`src/rtl/audio_i2s_port.sv`:
```
// Master-mode I2S codec port: BCLK/LRCK generation, one-pair playback buffer, stereo capture.
// Define I2S_LOOPBACK_EN to add a LOOPBACK input that feeds AUD_DACDAT back into the capture path.
`timescale 1ns/1ps
module audio_i2s_port #(
  parameter int DATA_WIDTH = 24,
  parameter int SLOT_BITS  = 32,
  parameter int BCLK_DIV   = 4
) (
  input  logic                  CLOCK,
  input  logic                  RESET,
`ifdef I2S_LOOPBACK_EN
  input  logic                  LOOPBACK,
`endif
  output logic                  AUD_BCLK,
  output logic                  AUD_LRCK,
  input  logic                  AUD_ADCDAT,
  output logic                  AUD_DACDAT,
  output logic [DATA_WIDTH-1:0] ADC_L,
  output logic [DATA_WIDTH-1:0] ADC_R,
  output logic                  ADC_VALID,
  input  logic [DATA_WIDTH-1:0] DAC_L,
  input  logic [DATA_WIDTH-1:0] DAC_R,
  input  logic                  DAC_VALID,
  output logic                  DAC_READY,
  output logic                  UNDERRUN
);

  localparam int FRAME_BITS = 2 * SLOT_BITS;
  localparam int BIT_W      = $clog2(FRAME_BITS);
  localparam int DIV_W      = $clog2(BCLK_DIV);

  logic [DIV_W-1:0]      div_cnt;
  logic [BIT_W-1:0]      bit_cnt;
  logic [BIT_W-1:0]      bit_next;
  logic [BIT_W-1:0]      pos_cur;
  logic [BIT_W-1:0]      pos_next;
  logic                  div_tc;
  logic                  bclk_fall;
  logic                  bclk_rise;
  logic                  frame_start;
  logic                  tx_en;
  logic                  tx_right;
  logic                  tx_bit;
  logic                  rx_en;
  logic                  rx_right;
  logic                  cap_din;
  logic                  dac_xfer;
  logic                  buf_full;
  logic [DATA_WIDTH-1:0] buf_l, buf_r;
  logic [DATA_WIDTH-1:0] tx_l, tx_r;
  logic [DATA_WIDTH-1:0] cap_l, cap_r;

  function automatic logic [BIT_W-1:0] slot_pos(input logic [BIT_W-1:0] b);
    return (b >= BIT_W'(SLOT_BITS)) ? b - BIT_W'(SLOT_BITS) : b;
  endfunction

  assign div_tc      = (div_cnt == DIV_W'(BCLK_DIV - 1));
  assign bclk_fall   = div_tc & AUD_BCLK;
  assign bclk_rise   = div_tc & ~AUD_BCLK;
  assign frame_start = bclk_fall & (bit_cnt == BIT_W'(FRAME_BITS - 1));
  assign bit_next    = (bit_cnt == BIT_W'(FRAME_BITS - 1)) ? '0 : bit_cnt + 1'b1;

  // Output bit for the slot position entered on this fall; receive bit for the position now held.
  assign pos_next = slot_pos(bit_next);
  assign pos_cur  = slot_pos(bit_cnt);
  assign tx_en    = (pos_next != '0) && (pos_next <= BIT_W'(DATA_WIDTH));
  assign tx_right = (bit_next >= BIT_W'(SLOT_BITS));
  assign tx_bit   = tx_en & (tx_right ? tx_r[DATA_WIDTH-1] : tx_l[DATA_WIDTH-1]);
  assign rx_en    = (pos_cur != '0) && (pos_cur <= BIT_W'(DATA_WIDTH));
  assign rx_right = (bit_cnt >= BIT_W'(SLOT_BITS));

`ifdef I2S_LOOPBACK_EN
  assign cap_din = LOOPBACK ? AUD_DACDAT : AUD_ADCDAT;
`else
  assign cap_din = AUD_ADCDAT;
`endif

  assign DAC_READY = ~buf_full;
  assign dac_xfer  = DAC_VALID & ~buf_full;

  always_ff @(posedge CLOCK) begin
    if (!RESET) begin
      div_cnt    <= '0;
      AUD_BCLK   <= 1'b0;
      bit_cnt    <= '0;
      AUD_LRCK   <= 1'b0;
      AUD_DACDAT <= 1'b0;
    end else begin
      div_cnt <= div_tc ? '0 : div_cnt + 1'b1;
      if (div_tc)
        AUD_BCLK <= ~AUD_BCLK;
      if (bclk_fall) begin
        bit_cnt    <= bit_next;
        AUD_LRCK   <= tx_right;
        AUD_DACDAT <= tx_bit;
      end
    end
  end

  always_ff @(posedge CLOCK) begin
    if (!RESET) begin
      cap_l <= '0;
      cap_r <= '0;
    end else if (bclk_rise && rx_en) begin
      if (rx_right)
        cap_r <= {cap_r[DATA_WIDTH-2:0], cap_din};
      else
        cap_l <= {cap_l[DATA_WIDTH-2:0], cap_din};
    end
  end

  // A pair offered on the frame-start cycle bypasses the empty buffer straight into transmit.
  always_ff @(posedge CLOCK) begin
    if (!RESET) begin
      buf_full  <= 1'b0;
      buf_l     <= '0;
      buf_r     <= '0;
      tx_l      <= '0;
      tx_r      <= '0;
      ADC_L     <= '0;
      ADC_R     <= '0;
      ADC_VALID <= 1'b0;
      UNDERRUN  <= 1'b0;
    end else begin
      ADC_VALID <= 1'b0;
      UNDERRUN  <= 1'b0;
      if (frame_start) begin
        ADC_L     <= cap_l;
        ADC_R     <= cap_r;
        ADC_VALID <= 1'b1;
        if (buf_full) begin
          tx_l     <= buf_l;
          tx_r     <= buf_r;
          buf_full <= 1'b0;
        end else if (dac_xfer) begin
          tx_l <= DAC_L;
          tx_r <= DAC_R;
        end else begin
          tx_l     <= '0;
          tx_r     <= '0;
          UNDERRUN <= 1'b1;
        end
      end else begin
        if (dac_xfer) begin
          buf_l    <= DAC_L;
          buf_r    <= DAC_R;
          buf_full <= 1'b1;
        end
        if (bclk_fall && tx_en) begin
          if (tx_right)
            tx_r <= tx_r << 1;
          else
            tx_l <= tx_l << 1;
        end
      end
    end
  end

endmodule

```
`config.mk`:
```
export PLATFORM = sky130hd
export DESIGN_NAME = audio_i2s_port
export DESIGN_NICKNAME = d
export VERILOG_FILES = /design/src/rtl/audio_i2s_port.sv
export SDC_FILE = /design/constraint.sdc
export NUM_CORES = 1
export LEC_CHECK = 0
export ABC_AREA = 1
export BUFFER_PORTS_ARGS = -buffer_cell sky130_fd_sc_hd__buf_2
export CORE_ASPECT_RATIO = 1.2
export CORE_MARGIN = 2
export CORE_UTILIZATION = 25
export DETAILED_ROUTE_END_ITERATION = 8
export PLACE_DENSITY = 0.49
export RECOVER_POWER = 100
export SYNTH_ARGS = -nofsm -noshare
export SYNTH_HDL_FRONTEND = slang
export SYNTH_SLANG_ARGS = --single-unit
```
`constraint.sdc`:
```
create_clock -name CLOCK -period 2.2 [get_ports CLOCK]
set_clock_uncertainty 0.2 [all_clocks]
set_input_delay 0.11 -clock CLOCK [delete_from_list [all_inputs] [get_ports CLOCK]]
set_output_delay 0.11 -clock CLOCK [all_outputs]
set_load 0.02 [all_outputs]
```
==> results.yml, run 1 <==
detailed_routing:
  drc: 0
  drtPass1Iterations: 4
  routed_wl_mm: 23.5
  via_per_inst: 4.42
  wl_per_cell_microns: 13.0
  drt_iter0_markers: 452
  via_count: 8001
  drtAntennaViolNets: 0
power_and_ir_drop:
  peakVddDrop_mv: 0.662
  p_leak_nw: 4.34
  power_density_mw_per_mm2: 779
sta:
  tightest_slew_ns: 0.613
  hold_viol: 0
  period_minus_slack_ns: 1.99
  rsz0062_at_grt: "true"
  finalCritPeriodShare_pct: 90.4
  maxSlewHeadroom_pct: 59.1
  setup_viol_count_final: 0
  fmax_ghz: 0.503
  setup_ws_ns: 0.211
  timing.setup.tns_ns: 0
  slew_violations: 0
critical_path:
  arrival_ns: 2.21
  end_kind: "flop"
  path_class: "reg -> reg"
  crit_required_ns: 2.42
  cp-start-kind: "flop"
  timing.reg2reg.setup_slack_ns: 0.21
  cp_max_fo: 47
die:
  start_util_pct: 25.4
  core_sq_mm: 0.0342
  num_rows: 74
  die_w_microns: 174
  dieArea_sq_mm: 0.0363
  io_pins: 106
  die_h_microns: 208
layout:
  antenna_cells: 0
  final_layout_size_suffix_gt1_share_pct: 9.88
  fin_area_sq_mm: 0.0110
  areaGrowthSynthToFinish_pct: 26.6
  nNetsFinal: 1395
  fillCellCount: 3725
  postLayoutCoreUtil_pct: 32.2
  fin_cells: 1812
cts:
  cts-root-buf: "clkbuf_16"
  cts_sinks: 206
  htree_levels: 1
  cts_buffer_depth: 3
  clk_pin_slew_ns: 0.06
  cts_setup_buffers: 0
  clkLatencyLatePin_ns: 0.52
  cts_buffers: 25
  cts_tree: "built"
logic_synthesis:
  synth.area.top_cells: "dfxtp_1 (47%), nand2_1 (10%), o21ai_0 (6.8%)"
  yosysTopAreaCell: "dfxtp_1"
  synth_edf_count: 0
  yosysTopAreaCellShare_pct: 47.5
  synth_fp_nets: 1272
  synth_cell_types: 23
  synthFlopType: "dfxtp_1"
  syn_avg_cell_area_sq_um: 7.14
  ys_warn_count: 0
  synth_cells: 1216
  synth.most_common_cell: "nand2_1"
  netlist_top_cells_count: "nand2_1 (235), dfxtp_1 (206), nor2_1 (139), inv_1 (128), o21ai_0 (118)"
  synth_seq_cells: 206
  syn_area_sq_mm: 0.00868
  synth_seq_area_share_pct: 47.5
  synthArstFlopShare_pct: 0
placement:
  dp_hpwl_mm: 14.3
  gp_congestion: 0.720
  place_ws_ns: 0.119
  portBuffers: 105
  post-place-cells: 1717
  place_area_sq_mm: 0.00971
grt:
  grt_usage_pct: 12.8
  grt_max_degree: 91
  grt_antenna_before_repair: 0
  grt_pass1_wl_mm: 39.2
  grt_overflow: 0
  grt_pass1_vias: 7814
status:
  outcome: "finished, final reports clean"
min_path:
  hp-class: "in -> reg"
job:
  drv_cap: 0
-- placed cells by master, fill, tap and decap left out --
cell           instances
nor2_1               138
nand4_1                6
buf_12                10
and3_1                 1
clkinv_2               5
inv_2                  6
clkbuf_16             25
inv_6                  2
dlygate4sd3_1         51
nand2_1              235
buf_4                 15
ha_1                   4
nor2_4                 1
nand3_1              100
nand2_2                2
a21oi_1               94
buf_6                  3
clkbuf_8               6
o21ai_1               49
o22ai_1                4
inv_4                  1
nor3_1                 4
inv_1                128
clkbuf_1              56
nand2_4                2
bufinv_16              2
buf_2                 52
dfxtp_1              206
a22o_1                28
nor2_2                 2
o21ai_0              118
-- power by group --
group,leakage (nW),internal (W),switching (W)
clock network,0.413,0.00252,0.00163
logic,2.25,0.000239,0.000331
registers,1.67,0.00382,0.0000333
-- worst paths after layout --
kind / from / to / cells after the start
worst max-delay path: bit_cnt[0] / tx_l[18] / 13
worst max register to register: bit_cnt[0] / tx_l[18] / 13
worst min register to register: div_cnt[0] / div_cnt[0] / 1
worst min-delay path: DAC_VALID / UNDERRUN / 3
-- worst max-delay path: stages (launching register included) --
cell and delay (ns):
dfxtp_1 0.34, ha_1 0.19, nand2_1 0.11, inv_1 0.07, nand2_1 0.05, nand2_1 0.10
nor2_1 0.06, nand2_1 0.07, nand3_1 0.11, nand2_2 0.12, buf_12 0.22, nand3_1 0.11
nand2_1 0.07, nor2_1 0.04
-- routing by layer --
| metal | vias up | routed length [microns] | track usage, % |
|---|---|---|---|
| met4 | 0 | 570 | 3.68 |
| met1 | 3657 | 11000 | 16.0 |
| met2 | 136 | 10900 | 22.2 |
| met5 | - | 0 | 0 |
| met3 | 44 | 1070 | 2.80 |
| li1 | 4164 | - | - |
-- final cells by class --
type	instances	area (sq um)	area share [%]
sequential	206	4120	37.5
multi-input combinational	788	3650	33.2
timing repair buffer	183	1310	11.9
clock buffer	35	723	6.58
tap	456	571	5.19
inverter	135	509	4.63
clock inverter	9	103	0.933
-- cells by family after synthesis --
family                   Yosys count  share of synthesized area [%]
AO/OA/AOI/OAI                    293                           18.2
flip-flops                       206                           47.5
AND/OR/NAND/NOR                  491                           23.2
adder cells (fa/ha/maj)            4                          0.576
buffers and inverters            222                           10.6
-- per-stage QoR --
stage                     hold WS [ns]  power, W
after global routing             0.142   0.00895
final                            0.137   0.00857
after CTS                        0.109   0.00873
after floorplan                -0.0132   0.00426
after detailed placement         0.110   0.00443
after global placement           0.101   0.00442
-- registers in the layout, summed over array words and instances, names as in the netlist --
name        count
ADC_L          24
ADC_R          24
ADC_VALID       1
AUD_BCLK        1
AUD_DACDAT      1
AUD_LRCK        1
UNDERRUN        1
bit_cnt         6
buf_full        1
buf_l          24
buf_r          24
cap_l          24
cap_r          24
div_cnt         2
tx_l           24
tx_r           24
-- repair_timing --
action	in CTS	in global routing
gates resized for setup	0	5
endpoints found under the setup margin	0	27
hold buffers	51	0
hold endpoints to repair	193	0
Note: power is estimated with default switching activity, not from simulation.
==> run 2: changes to the inputs <==
--- a/config.mk
+++ b/config.mk
@@ -7,11 +7,14 @@
 export LEC_CHECK = 0
 export ABC_AREA = 1
 export BUFFER_PORTS_ARGS = -buffer_cell sky130_fd_sc_hd__buf_2
+export CELL_PAD_IN_SITES_DETAIL_PLACEMENT = 0
+export CELL_PAD_IN_SITES_GLOBAL_PLACEMENT = 2
 export CORE_ASPECT_RATIO = 1.2
 export CORE_MARGIN = 2
 export CORE_UTILIZATION = 25
+export CTS_BUF_LIST = sky130_fd_sc_hd__clkbuf_8
 export DETAILED_ROUTE_END_ITERATION = 8
-export PLACE_DENSITY = 0.49
+export PLACE_DENSITY = 0.71
 export RECOVER_POWER = 100
 export SYNTH_ARGS = -nofsm -noshare
 export SYNTH_HDL_FRONTEND = slang
==> results.yml, run 2 (synthesis gave the netlist of run 1 again) <==
status:
  outcome: "finished, final reports clean"
die:
  start_util_pct: 25.4
  core_sq_mm: 0.0342
  num_rows: 74
  io_pins: 106
  dieArea_sq_mm: 0.0363
  die_w_microns: 174
  die_h_microns: 208
layout:
  nNetsFinal: 1413
  areaGrowthSynthToFinish_pct: 27.2
  final_common_cell: "nand2_1"
  final_cell_mix: "nand2_1 (235), dfxtp_1 (206), inv_1 (139), nor2_1 (138), o21ai_0 (124)"
  final_layout_size_suffix_gt1_share_pct: 11.1
  fillCellCount: 3727
  postLayoutCoreUtil_pct: 32.3
power_and_ir_drop:
  p_leak_nw: 4.39
  switching_power_w: 0.00200
  p_total_w: 0.00817
  power.internal_w: 0.00618
  pwr-share-clk_pct: 45.8
  pwr-share-seq_pct: 47.1
  power_density_mw_per_mm2: 740
  switching_share_pct: 24.4
  peakVddDrop_mv: 0.464
  comb_power_share_pct: 7.1
grt:
  grt_pass1_wl_mm: 40.4
  grt_usage_pct: 13.4
  grt_pass1_vias: 7884
  grt_antenna_before_repair: 1
  grt_overflow: 0
  grt_max_degree: 122
detailed_routing:
  routed_wl_mm: 24.7
  wl_per_cell_microns: 13.4
  via_per_inst: 4.41
  drtPass1Iterations: 5
  drc: 0
  drtAntennaViolNets: 0
  drt_iter0_markers: 385
  via_count: 8105
min_path:
  hp-class: "in -> reg"
sta:
  slew_violations: 0
  rsz0062_at_grt: "true"
  hold_viol: 0
  period_minus_slack_ns: 2.00
  fmax_ghz: 0.500
  maxSlewHeadroom_pct: 51.2
  setup_viol_count_final: 0
  tightest_slew_ns: 0.732
  finalCritPeriodShare_pct: 90.8
cts:
  cts_sinks: 206
  clkLatencyLatePin_ns: 0.52
  cts_buffer_depth: 3
  cts_buffers: 40
  htree_levels: 2
  cts-root-buf: "clkbuf_8"
  clk_pin_slew_ns: 0.06
  cts_tree: "built"
critical_path:
  end_kind: "flop"
  crit_required_ns: 2.46
  path_class: "reg -> reg"
  cp_max_fo: 28
  arrival_ns: 2.26
  cp-start-kind: "flop"
placement:
  dp_hpwl_mm: 14.7
  gp_congestion: 0.713
  portBuffers: 105
job:
  drv_cap: 0
[run 2: changes by cell type in the layout (fill, tap and decap cells not counted), moves of 2 or more]
| cell | change |
|---|---|
| buf_4 | -5 |
| o21ai_1 | -6 |
| clkinv_2 | -3 |
| clkbuf_8 | +43 |
| clkbuf_1 | -3 |
| o21ai_0 | +6 |
| buf_12 | +3 |
| inv_1 | +11 |
| clkbuf_16 | -24 |
| clkinvlp_4 | +2 |
| buf_6 | +2 |
[run 2: path summary, 6_finish.rpt]
check / slack (ns) / start / endpoint / cells after the start
setup / recovery: 0.20 / div_cnt[0] / buf_l[16] / 8
hold / removal: 0.19 / DAC_L[8] / buf_l[8] / 4
setup reg to reg: 0.20 / div_cnt[0] / buf_l[16] / 8
hold reg to reg: 0.22 / div_cnt[0] / div_cnt[0] / 1
[run 2: power by group through the flow]
stage               Clock [W]  Sequential [W]  Combinational, W
floorplan                   0         0.00393          0.000332
global placement            0         0.00393          0.000511
detailed placement          0         0.00393          0.000511
CTS                   0.00393         0.00385          0.000585
global route          0.00409         0.00386          0.000653
finish                0.00374         0.00385          0.000578
[run 2: metal layers]
metal | GRT usage, % | vias up | share of wire (%) | wire length [microns]
met4 | 3.65 | 0 | 2.0 | 482
li1 | - | 4203 | - | -
met2 | 23.2 | 142 | 47 | 11500
met3 | 3.40 | 39 | 5.1 | 1250
met1 | 16.4 | 3721 | 46 | 11400
met5 | 0 | - | 0 | 0
[run 2: worst max-delay path: stages (launching register included)]
cell and delay, ns:
dfxtp_1 0.31, ha_1 0.23, nand2_1 0.14, inv_2 0.10, nand2_4 0.16, nand2_4 0.09, inv_2 0.47, nor2_1 0.09
nor2_1 0.11
[run 2: cell type report]
class | instances | area, sq um | area share (%)
antenna | 1 | 2.50 | 0.0226
clock buffer | 49 | 674 | 6.10
clock inverter | 17 | 105 | 0.951
inverter | 135 | 512 | 4.63
multi-input combinational | 788 | 3660 | 33.1
sequential | 206 | 4120 | 37.3
tap | 456 | 571 | 5.16
timing repair buffer | 186 | 1400 | 12.7
[run 2: what timing repair did]
| action | in CTS | in global routing |
|---|---|---|
| setup buffers | 0 | 1 |
| setup endpoints to repair | 0 | 69 |
| gates resized for setup | 0 | 12 |
| hold endpoints to repair | 129 | 0 |
| hold buffers | 51 | 0 |
[run 2: metrics by stage]
stage          instance area [sq um]  hold slack [ns]  setup TNS (ns)  instances  worst slack [ns]
3_3_place_gp                    9750            0.148               0       1718             0.183
6_report                       11100            0.192               0       1838             0.202
4_1_cts                        11000            0.156               0       1835             0.124
2_1_floorplan                   8680          -0.0132               0       1216             0.328
5_1_grt                        11100            0.183        -0.00160       1838          -0.00160
3_5_place_dp                    9750            0.146               0       1718             0.147
